--- config.mk ---
export PLATFORM = sky130hd
export DESIGN_NAME = light_phase_sequencer
export DESIGN_NICKNAME = d
export VERILOG_FILES = /design/src/rtl/light_pkg.sv /design/src/rtl/phase_timer.sv /design/src/rtl/light_phase_sequencer.sv
export SDC_FILE = /design/constraint.sdc
export NUM_CORES = 1
export LEC_CHECK = 0
export CORE_MARGIN = 3
export CORE_UTILIZATION = 44
export CTS_BUF_LIST = sky130_fd_sc_hd__clkbuf_2
export DETAILED_ROUTE_END_ITERATION = 8
export MAX_ROUTING_LAYER = met4
export PLACE_DENSITY = 0.77
export SYNTH_ARGS = -nofsm -noshare
export SYNTH_HDL_FRONTEND = slang
export SYNTH_SLANG_ARGS = --single-unit
export TNS_END_PERCENT = 50
--- constraint.sdc ---
create_clock -name clk -period 3.2 [get_ports clk]
set_input_delay 0.64 -clock clk [delete_from_list [all_inputs] [get_ports clk]]
set_output_delay 0.64 -clock clk [all_outputs]
set_load 0.01 [all_outputs]
--- src/rtl/light_pkg.sv ---
// Shared types and constants for the lane-select to lamp sequencing path.
// Lane bit order matches the DayTime output word: N1 N2 E1 E2 S1 S2 W1 W2 (MSB first).
package light_pkg;

  typedef enum logic [1:0] {
    IDLE    = 2'd0,
    GREEN   = 2'd1,
    YELLOW  = 2'd2,
    ALL_RED = 2'd3
  } phase_t;

  localparam int NUM_LANES = 8;

  localparam int N1 = 7;
  localparam int N2 = 6;
  localparam int E1 = 5;
  localparam int E2 = 4;
  localparam int S1 = 3;
  localparam int S2 = 2;
  localparam int W1 = 1;
  localparam int W2 = 0;

  localparam logic [NUM_LANES-1:0] ALL_RED_MASK = 8'hFF;

  // A lamp set is safe when every lane shows exactly one aspect.
  function automatic logic lampsOneHot(input logic [NUM_LANES-1:0] g,
                                       input logic [NUM_LANES-1:0] y,
                                       input logic [NUM_LANES-1:0] r);
    lampsOneHot = ((g | y | r) == ALL_RED_MASK) && ((g & y) == '0) &&
                  ((g & r) == '0) && ((y & r) == '0);
  endfunction

endpackage

--- src/rtl/phase_timer.sv ---
// Loadable down-counter for phase durations; holds at zero until reloaded.
module phase_timer #(
  parameter int CNT_W = 8
) (
  input  logic             clk,
  input  logic             rst_n,
  input  logic             load,
  input  logic [CNT_W-1:0] loadVal,
  output logic             zero
);

  logic [CNT_W-1:0] countR;

  // Count down; a load on the same edge as zero keeps the timer from wrapping.
  always_ff @(posedge clk or negedge rst_n) begin
    if (!rst_n) begin
      countR <= '0;
    end else if (load) begin
      countR <= loadVal;
    end else if (countR != '0) begin
      countR <= countR - CNT_W'(1);
    end else begin
      countR <= countR;
    end
  end

  assign zero = (countR == '0);

endmodule

--- src/rtl/light_phase_sequencer.sv ---
// Turns a DayTime lane-select word into a timed green / yellow / all-red phase
// with bounded green extension while the same lanes stay selected.
module light_phase_sequencer #(
  parameter int NUM_LANES     = light_pkg::NUM_LANES,
  parameter int GREEN_CYCLES  = 8,
  parameter int YELLOW_CYCLES = 3,
  parameter int ALLRED_CYCLES = 2,
  parameter int MAX_EXT       = 2,
  parameter int CNT_W         = 8
) (
  input  logic                 clk,
  input  logic                 rst_n,
  input  logic [NUM_LANES-1:0] lane_req,
  output logic [NUM_LANES-1:0] green,
  output logic [NUM_LANES-1:0] yellow,
  output logic [NUM_LANES-1:0] red,
  output logic                 busy,
  output logic                 phase_done
);

  import light_pkg::*;

  localparam int EXT_W = (MAX_EXT < 1) ? 1 : $clog2(MAX_EXT + 1);
  localparam logic [CNT_W-1:0] GREEN_LOAD  = CNT_W'(GREEN_CYCLES - 1);
  localparam logic [CNT_W-1:0] YELLOW_LOAD = CNT_W'(YELLOW_CYCLES - 1);
  localparam logic [CNT_W-1:0] ALLRED_LOAD = CNT_W'(ALLRED_CYCLES - 1);
  localparam logic [NUM_LANES-1:0] ALL_ON  = {NUM_LANES{1'b1}};

  phase_t               stateR;
  logic [NUM_LANES-1:0] activeR;
  logic [EXT_W-1:0]     extCntR;
  logic                 phaseDoneR;

  logic                 timerLoad;
  logic [CNT_W-1:0]     timerLoadVal;
  logic                 timerZero;
  logic                 extendOk;

  phase_timer #(
    .CNT_W(CNT_W)
  ) uTimer (
    .clk     (clk),
    .rst_n   (rst_n),
    .load    (timerLoad),
    .loadVal (timerLoadVal),
    .zero    (timerZero)
  );

  // Extension only when the same lane set is still requested and budget remains.
  always_comb begin
    extendOk = (lane_req == activeR) && (extCntR < EXT_W'(MAX_EXT));
  end

  // Timer reload selection at each phase boundary.
  always_comb begin
    timerLoad    = 1'b0;
    timerLoadVal = '0;
    case (stateR)
      IDLE: begin
        if (lane_req != '0) begin
          timerLoad    = 1'b1;
          timerLoadVal = GREEN_LOAD;
        end else begin
          timerLoad    = 1'b0;
        end
      end
      GREEN: begin
        if (timerZero) begin
          timerLoad    = 1'b1;
          timerLoadVal = extendOk ? GREEN_LOAD : YELLOW_LOAD;
        end else begin
          timerLoad    = 1'b0;
        end
      end
      YELLOW: begin
        if (timerZero) begin
          timerLoad    = 1'b1;
          timerLoadVal = ALLRED_LOAD;
        end else begin
          timerLoad    = 1'b0;
        end
      end
      ALL_RED: timerLoad = 1'b0;
      default: timerLoad = 1'b0;
    endcase
  end

  // Phase FSM; lane_req is only sampled in IDLE and at green expiry.
  always_ff @(posedge clk or negedge rst_n) begin
    if (!rst_n) begin
      stateR     <= IDLE;
      activeR    <= '0;
      extCntR    <= '0;
      phaseDoneR <= 1'b0;
    end else begin
      phaseDoneR <= 1'b0;
      case (stateR)
        IDLE: begin
          if (lane_req != '0) begin
            activeR <= lane_req;
            extCntR <= '0;
            stateR  <= GREEN;
          end
        end
        GREEN: begin
          if (timerZero) begin
            if (extendOk) begin
              extCntR <= extCntR + EXT_W'(1);
            end else begin
              stateR <= YELLOW;
            end
          end
        end
        YELLOW: begin
          if (timerZero) begin
            stateR <= ALL_RED;
          end
        end
        ALL_RED: begin
          if (timerZero) begin
            stateR     <= IDLE;
            activeR    <= '0;
            phaseDoneR <= 1'b1;
          end
        end
        default: begin
          stateR  <= IDLE;
          activeR <= '0;
          extCntR <= '0;
        end
      endcase
    end
  end

  // Lamp decode from registered state only; anything unexpected shows all red.
  always_comb begin
    green  = '0;
    yellow = '0;
    red    = ALL_ON;
    case (stateR)
      GREEN: begin
        green = activeR;
        red   = ~activeR;
      end
      YELLOW: begin
        yellow = activeR;
        red    = ~activeR;
      end
      IDLE:    red = ALL_ON;
      ALL_RED: red = ALL_ON;
      default: red = ALL_ON;
    endcase
  end

  assign busy       = (stateR != IDLE);
  assign phase_done = phaseDoneR;

endmodule
-- Word level (Yosys, flattened, before mapping)
Cells that the tools add are included.
- shift-type cells: 0
- muxes and demuxes: 27
- order comparisons: 1
- bitwise gates (word level): 1
- reductions and logical operators: 14
- multiply operators: 0
- div/mod/pow operators: 0
- $add $sub $neg: 2
- equal/unequal tests: 10
- operators with widths (operator ; count):
    8-bit 2-to-1 mux ; 6
    8-bit one-hot mux with 2 select lines ; 2
    2-bit 2-to-1 mux ; 8
    8-bit nonzero test ; 2
    2-bit != test, second input constant ; 6
    3-bit 2-to-1 mux ; 3
    3-bit one-hot mux with 3 select lines ; 1
    8-bit equality test ; 1
    8-bit logical NOT ; 1
    8-bit inverter ; 1
    2-bit one-hot mux with 4 select lines ; 1
    2-bit nonzero test ; 4
    8-bit by 1-bit subtractor with 8-bit output, second input constant ; 1
    5-bit AND reduction ; 1
    2-bit equality test, second input constant ; 2
    1-bit 2-to-1 mux ; 4
    2-bit one-hot mux with 2 select lines ; 1
    4-bit AND reduction ; 1
    2-bit OR reduction ; 2
    1-bit one-hot mux with 3 select lines ; 1
    3-bit AND reduction ; 1
    2-bit by 1-bit adder with 2-bit output, second input constant ; 1
    2-bit by 1-bit equality test with 1-bit output, second input constant ; 1
    2-bit logical NOT ; 1
    other kinds (2) ; 2
- bits in registers: 21
- bits of input ports: 10
- latch bits: 0
- ROM bits: 0
- memories kept: 0
- memory bits (writable): 0
- output and inout port bits: 26

-- Depth between registers and ports, before layout
- depth in word-level cells: 6
- mapped depth: 9
- gate-level depth less buffers: 7

-- Modules after synthesis
Synthesis repeated with hierarchy kept, for this count alone.
- cells, all modules: 164
- area total of the unflattened synthesis: 1515.2 sq um
- modules (own cells, without submodules) (module ; times used ; cells each ; area an instance (sq um)):
    light_phase_sequencer ; 1 ; 110 ; 1038.5
    phase_timer ; 1 ; 54 ; 476.7

-- Worst setup path after synthesis
Ideal clock, no wire load.
- path kind: input -> register
- start: input lane_req[4]
- end: register stateR[1]
- cell stages on the path: 4
- required time: 3.075 ns
- setup slack: 0.926 ns
- setup time: 0.125 ns
- data arrival time: 2.149 ns
- cell sequence: or4_1 -> nor3_1 -> o21bai_1 -> mux2_2
- longest elaborated chain between the ends: 4
- elaborated cells between the ends (all ways): 6
- ends and longest elaborated chain (element ; line ; text):
    start, declared ; light_phase_sequencer.sv:13 ; input logic [NUM_LANES-1:0] lane_req,
    8-bit equality test ; light_phase_sequencer.sv:51 ; extendOk = (lane_req == activeR) && (extCntR < EXT_W'(MAX_EXT));
    1-bit logical AND ; light_phase_sequencer.sv:51 ;
    2-bit != test (no source line) ; n/a ;
    5-bit AND reduction (no source line) * ; n/a ;
    end signal, assigned ; light_phase_sequencer.sv:91 ; stateR <= IDLE;
    end signal, assigned ; light_phase_sequencer.sv:102 ; stateR <= GREEN;
    end signal, assigned ; light_phase_sequencer.sv:110 ; stateR <= YELLOW;
    end, declared ; light_phase_sequencer.sv:29 ; phase_t stateR;
Mark *: on every way between the ends. The rest lies on a longest branch, timed or not.
A chain may end at the register's enable or synchronous reset.

-- Final worst setup path
- start: register stateR[1]
- end: output green[6]
- longest elaborated chain between the ends: 2
- ends and longest elaborated chain (element ; line ; text):
    2-bit by 1-bit equality test with 1-bit output ; light_phase_sequencer.sv:140 ; case (stateR)
    8-bit 2-to-1 mux ; light_phase_sequencer.sv:140 ;
    end, declared ; light_phase_sequencer.sv:14 ; output logic [NUM_LANES-1:0] green,
Every way passes these cells.

==> results_dict.tcl <==
set metrics [dict create \
    reg2reg_depth 7 \
    dieArea_mm2 0.00394 \
    clkSinkCount 21 \
    insertedDiodeCount 0 \
    coreArea_mm2 0.00290 \
    post_cts_resized 0 \
    postRouteAntennaNets 0 \
    die_x_um 62.7 \
    routabilityCongestion 0.845 \
    yosys.area_share.xor_xnor 0.0618 \
    layout_commonest_cell "clkdlybuf4s50_1" \
    dr.pass1.iters 4 \
    synth_cells 162 \
    grt_pass1_wl_mm 6.05 \
    syn-num-nets 179 \
    drive_above_1_share 0.0663 \
    place_hpwl_mm 2.63 \
    crit_buf_inv 2 \
    dp.cells 234 \
    yosysSeqAreaShare 0.371 \
    whs_path_depth 2 \
    root_buffer "clkbuf_2" \
    path_cells "inv_1 -> ha_1 -> and2_1 -> clkdlybuf4s50_1" \
    power-per-cell-area_mw_per_mm2 257 \
    setup_violations 0 \
    drc_errors 0 \
    ff2ff_setup_slack_ps 790 \
    avgSynthCellArea_um2 8.74 \
    die_y_um 62.7 \
    via_count 1302 \
    hold_path_end "extCntR[1]" \
    grt_antenna_before_repair 0 \
    endpoint_kind "primary output" \
    status "complete, no violations" \
    fin_nets 214 \
    r2r_end "extCntR[0]" \
    synthSimpleGateAreaFrac 0.293 \
    hp-class "reg -> reg" \
    grt_pass1_vias 1326 \
    fin_setup_tns_ps 0 \
    muxShareOfSynthArea 0.0221 \
    finalCritPeriodShare 0.873 \
    path_clk_slew_ps 210 \
    grt-ovfl-total 0 \
    maxCapViolations 0 \
    start_util 0.488 \
    cts_tree "done" \
    synth-seq-cells 21 \
    crit_family "buffers and inverters" \
    io_buffers 35 \
    hp-start "extCntR[1]" \
    wl_per_cell_um 14.6 \
    crit_type "reg -> out" \
    maxSlewHeadroom 0.358 \
    arrival_ps 2150 \
    fmax_ghz 0.358 \
    fin_cells 238 \
    synthDistinctLibCells 38 \
    p_leak_nw 0.807 \
    drt_wl_total_mm 3.49 \
    mostFrequentLayoutCells "clkdlybuf4s50_1, nand2_1, dfrtp_1" \
    num_rows 19 \
    rsz0062_at_grt "false" \
    skew_ps 5.31 \
    hold_slack_ps 561 \
    cts_max_level 1 \
    cts_max_path_buffers 2 \
    critPathMaxFanout 14 \
    finalHoldViolations 0 \
    min_period_ps 2790 \
    critPathLaunchType "flop" \
    r2r-start "stateR[1]" \
    critPathMaxStageDelay_ps 540 \
    synthesis.area_mm2 0.00142 \
    crit_slowest_cell "clkdlybuf4s50_1" \
    synth_top_family_by_area "simple AND/OR/NAND/NOR gates" \
    num_io_pins 36 \
    cts_inserted_buffers 3 \
    crit_required_ps 2560 \
    worst_slew_pin_slew_ps 960 \
    drv_slew 0 \
    clk_latency_ps 340 \
    ir_drop_v 0.000141 \
    grt_max_degree 22 \
    synthAdderAreaFrac 0.0618 \
    grt_util_all_layers 0.193 \
    drt_iter0_drc 64 \
    cts_hold_buf 0 \
    cts_setup_buffers 0 \
    syn2layout_area_growth_pct 27.5 \
    viasPerCell 5.47 \
    synth_compound_gate_area_share 0.142 \
    ys_warn_count 0 \
]
tightest hold or removal path, stage by stage (launching register included):
cell	delay [ps]
dfrtp_1	410
nand2_1	60
o311ai_0	70
synthesized netlist by cell type:
cell,instances,area share
a211o_4,1,0.012
a211oi_1,1,0.0053
a21boi_0,1,0.0053
a21o_1,1,0.0053
a21oi_1,6,0.021
a31oi_1,2,0.0088
and2_1,17,0.075
buf_4,1,0.0053
buf_6,2,0.016
clkbuf_1,3,0.0079
dfrtp_1,21,0.37
ha_1,7,0.062
inv_1,7,0.019
mux2_2,1,0.0079
mux2i_1,2,0.014
nand2_1,22,0.058
nand2b_1,10,0.044
nand3_1,2,0.0071
nand4_1,1,0.0044
nor2_1,7,0.019
nor3_1,4,0.014
nor4_1,4,0.018
o211ai_1,1,0.0053
o21ai_0,4,0.014
o21ai_1,8,0.028
o21ai_2,2,0.012
o21bai_1,1,0.0053
o221ai_1,1,0.0062
o22a_1,1,0.0062
o311ai_0,1,0.0062
or2_2,1,0.0044
or2b_2,1,0.0062
or3_1,3,0.013
or4_1,3,0.016
or4_2,1,0.0062
or4_4,1,0.0079
xnor2_1,2,0.012
xor2_1,8,0.049
worst max path at each step:
stage | slack, ps | depth (start not counted) | end | start
CTS | 410 | 4 | green[6] | stateR[1]
floorplan | 930 | 4 | stateR[1] | lane_req[4]
global route | 320 | 4 | green[0] | stateR[1]
finish | 410 | 4 | green[6] | stateR[1]
global placement | 500 | 6 | uTimer.countR[1] | lane_req[0]
detailed placement | 420 | 6 | uTimer.countR[1] | lane_req[0]
per-layer routing:
| metal | vias to the layer above | share of wire | GRT usage |
|---|---|---|---|
| met1 | 610 | 0.41 | 0.242 |
| met2 | 63 | 0.51 | 0.332 |
| met3 | 10 | 0.062 | 0.0234 |
| met4 | 0 | 0.019 | 0.0496 |
| li1 | 619 | - | - |
| met5 | - | 0 | - |
area by class of cell:
type                       count  area, um^2
fill                         255        1090
multi-input combinational    128         823
sequential                    21         526
timing repair buffer          36         358
tap                           42        52.6
inverter                       7        26.3
clock buffer                   3        15.0
clock inverter                 1        5.00
sequential cells by signal, indices dropped and copies added, names as in the netlist:
name           flops
uTimer.countR      8
phase_done         1
extCntR            2
stateR             2
activeR            8
kinds of logic after synthesis:
| family | after synthesis |
|---|---|
| adder cells (fa/ha/maj) | 7 |
| AO/OA/AOI/OAI | 31 |
| XOR/XNOR | 10 |
| buffers and inverters | 13 |
| AND/OR/NAND/NOR | 77 |
| multiplexers | 3 |
| flip-flops | 21 |
through the flow:
stage	total power, mW	utilization	instance area, um^2	setup slack (ps)
floorplan	0.308	-	1420	926
global placement	0.353	0.616	1790	503
global route	0.481	0.623	1810	316
finish	0.465	0.623	1810	406
detailed placement	0.354	0.616	1790	424
CTS	0.464	0.623	1810	414
where the power goes:
part | total, mW | internal, mW | switching [mW]
clock network | 0.116 | 0.0283 | 0.0877
logic | 0.0703 | 0.0395 | 0.0308
registers | 0.278 | 0.271 | 0.00745
total | 0.465 | 0.339 | 0.126
Power figures use the tool's default switching activity.
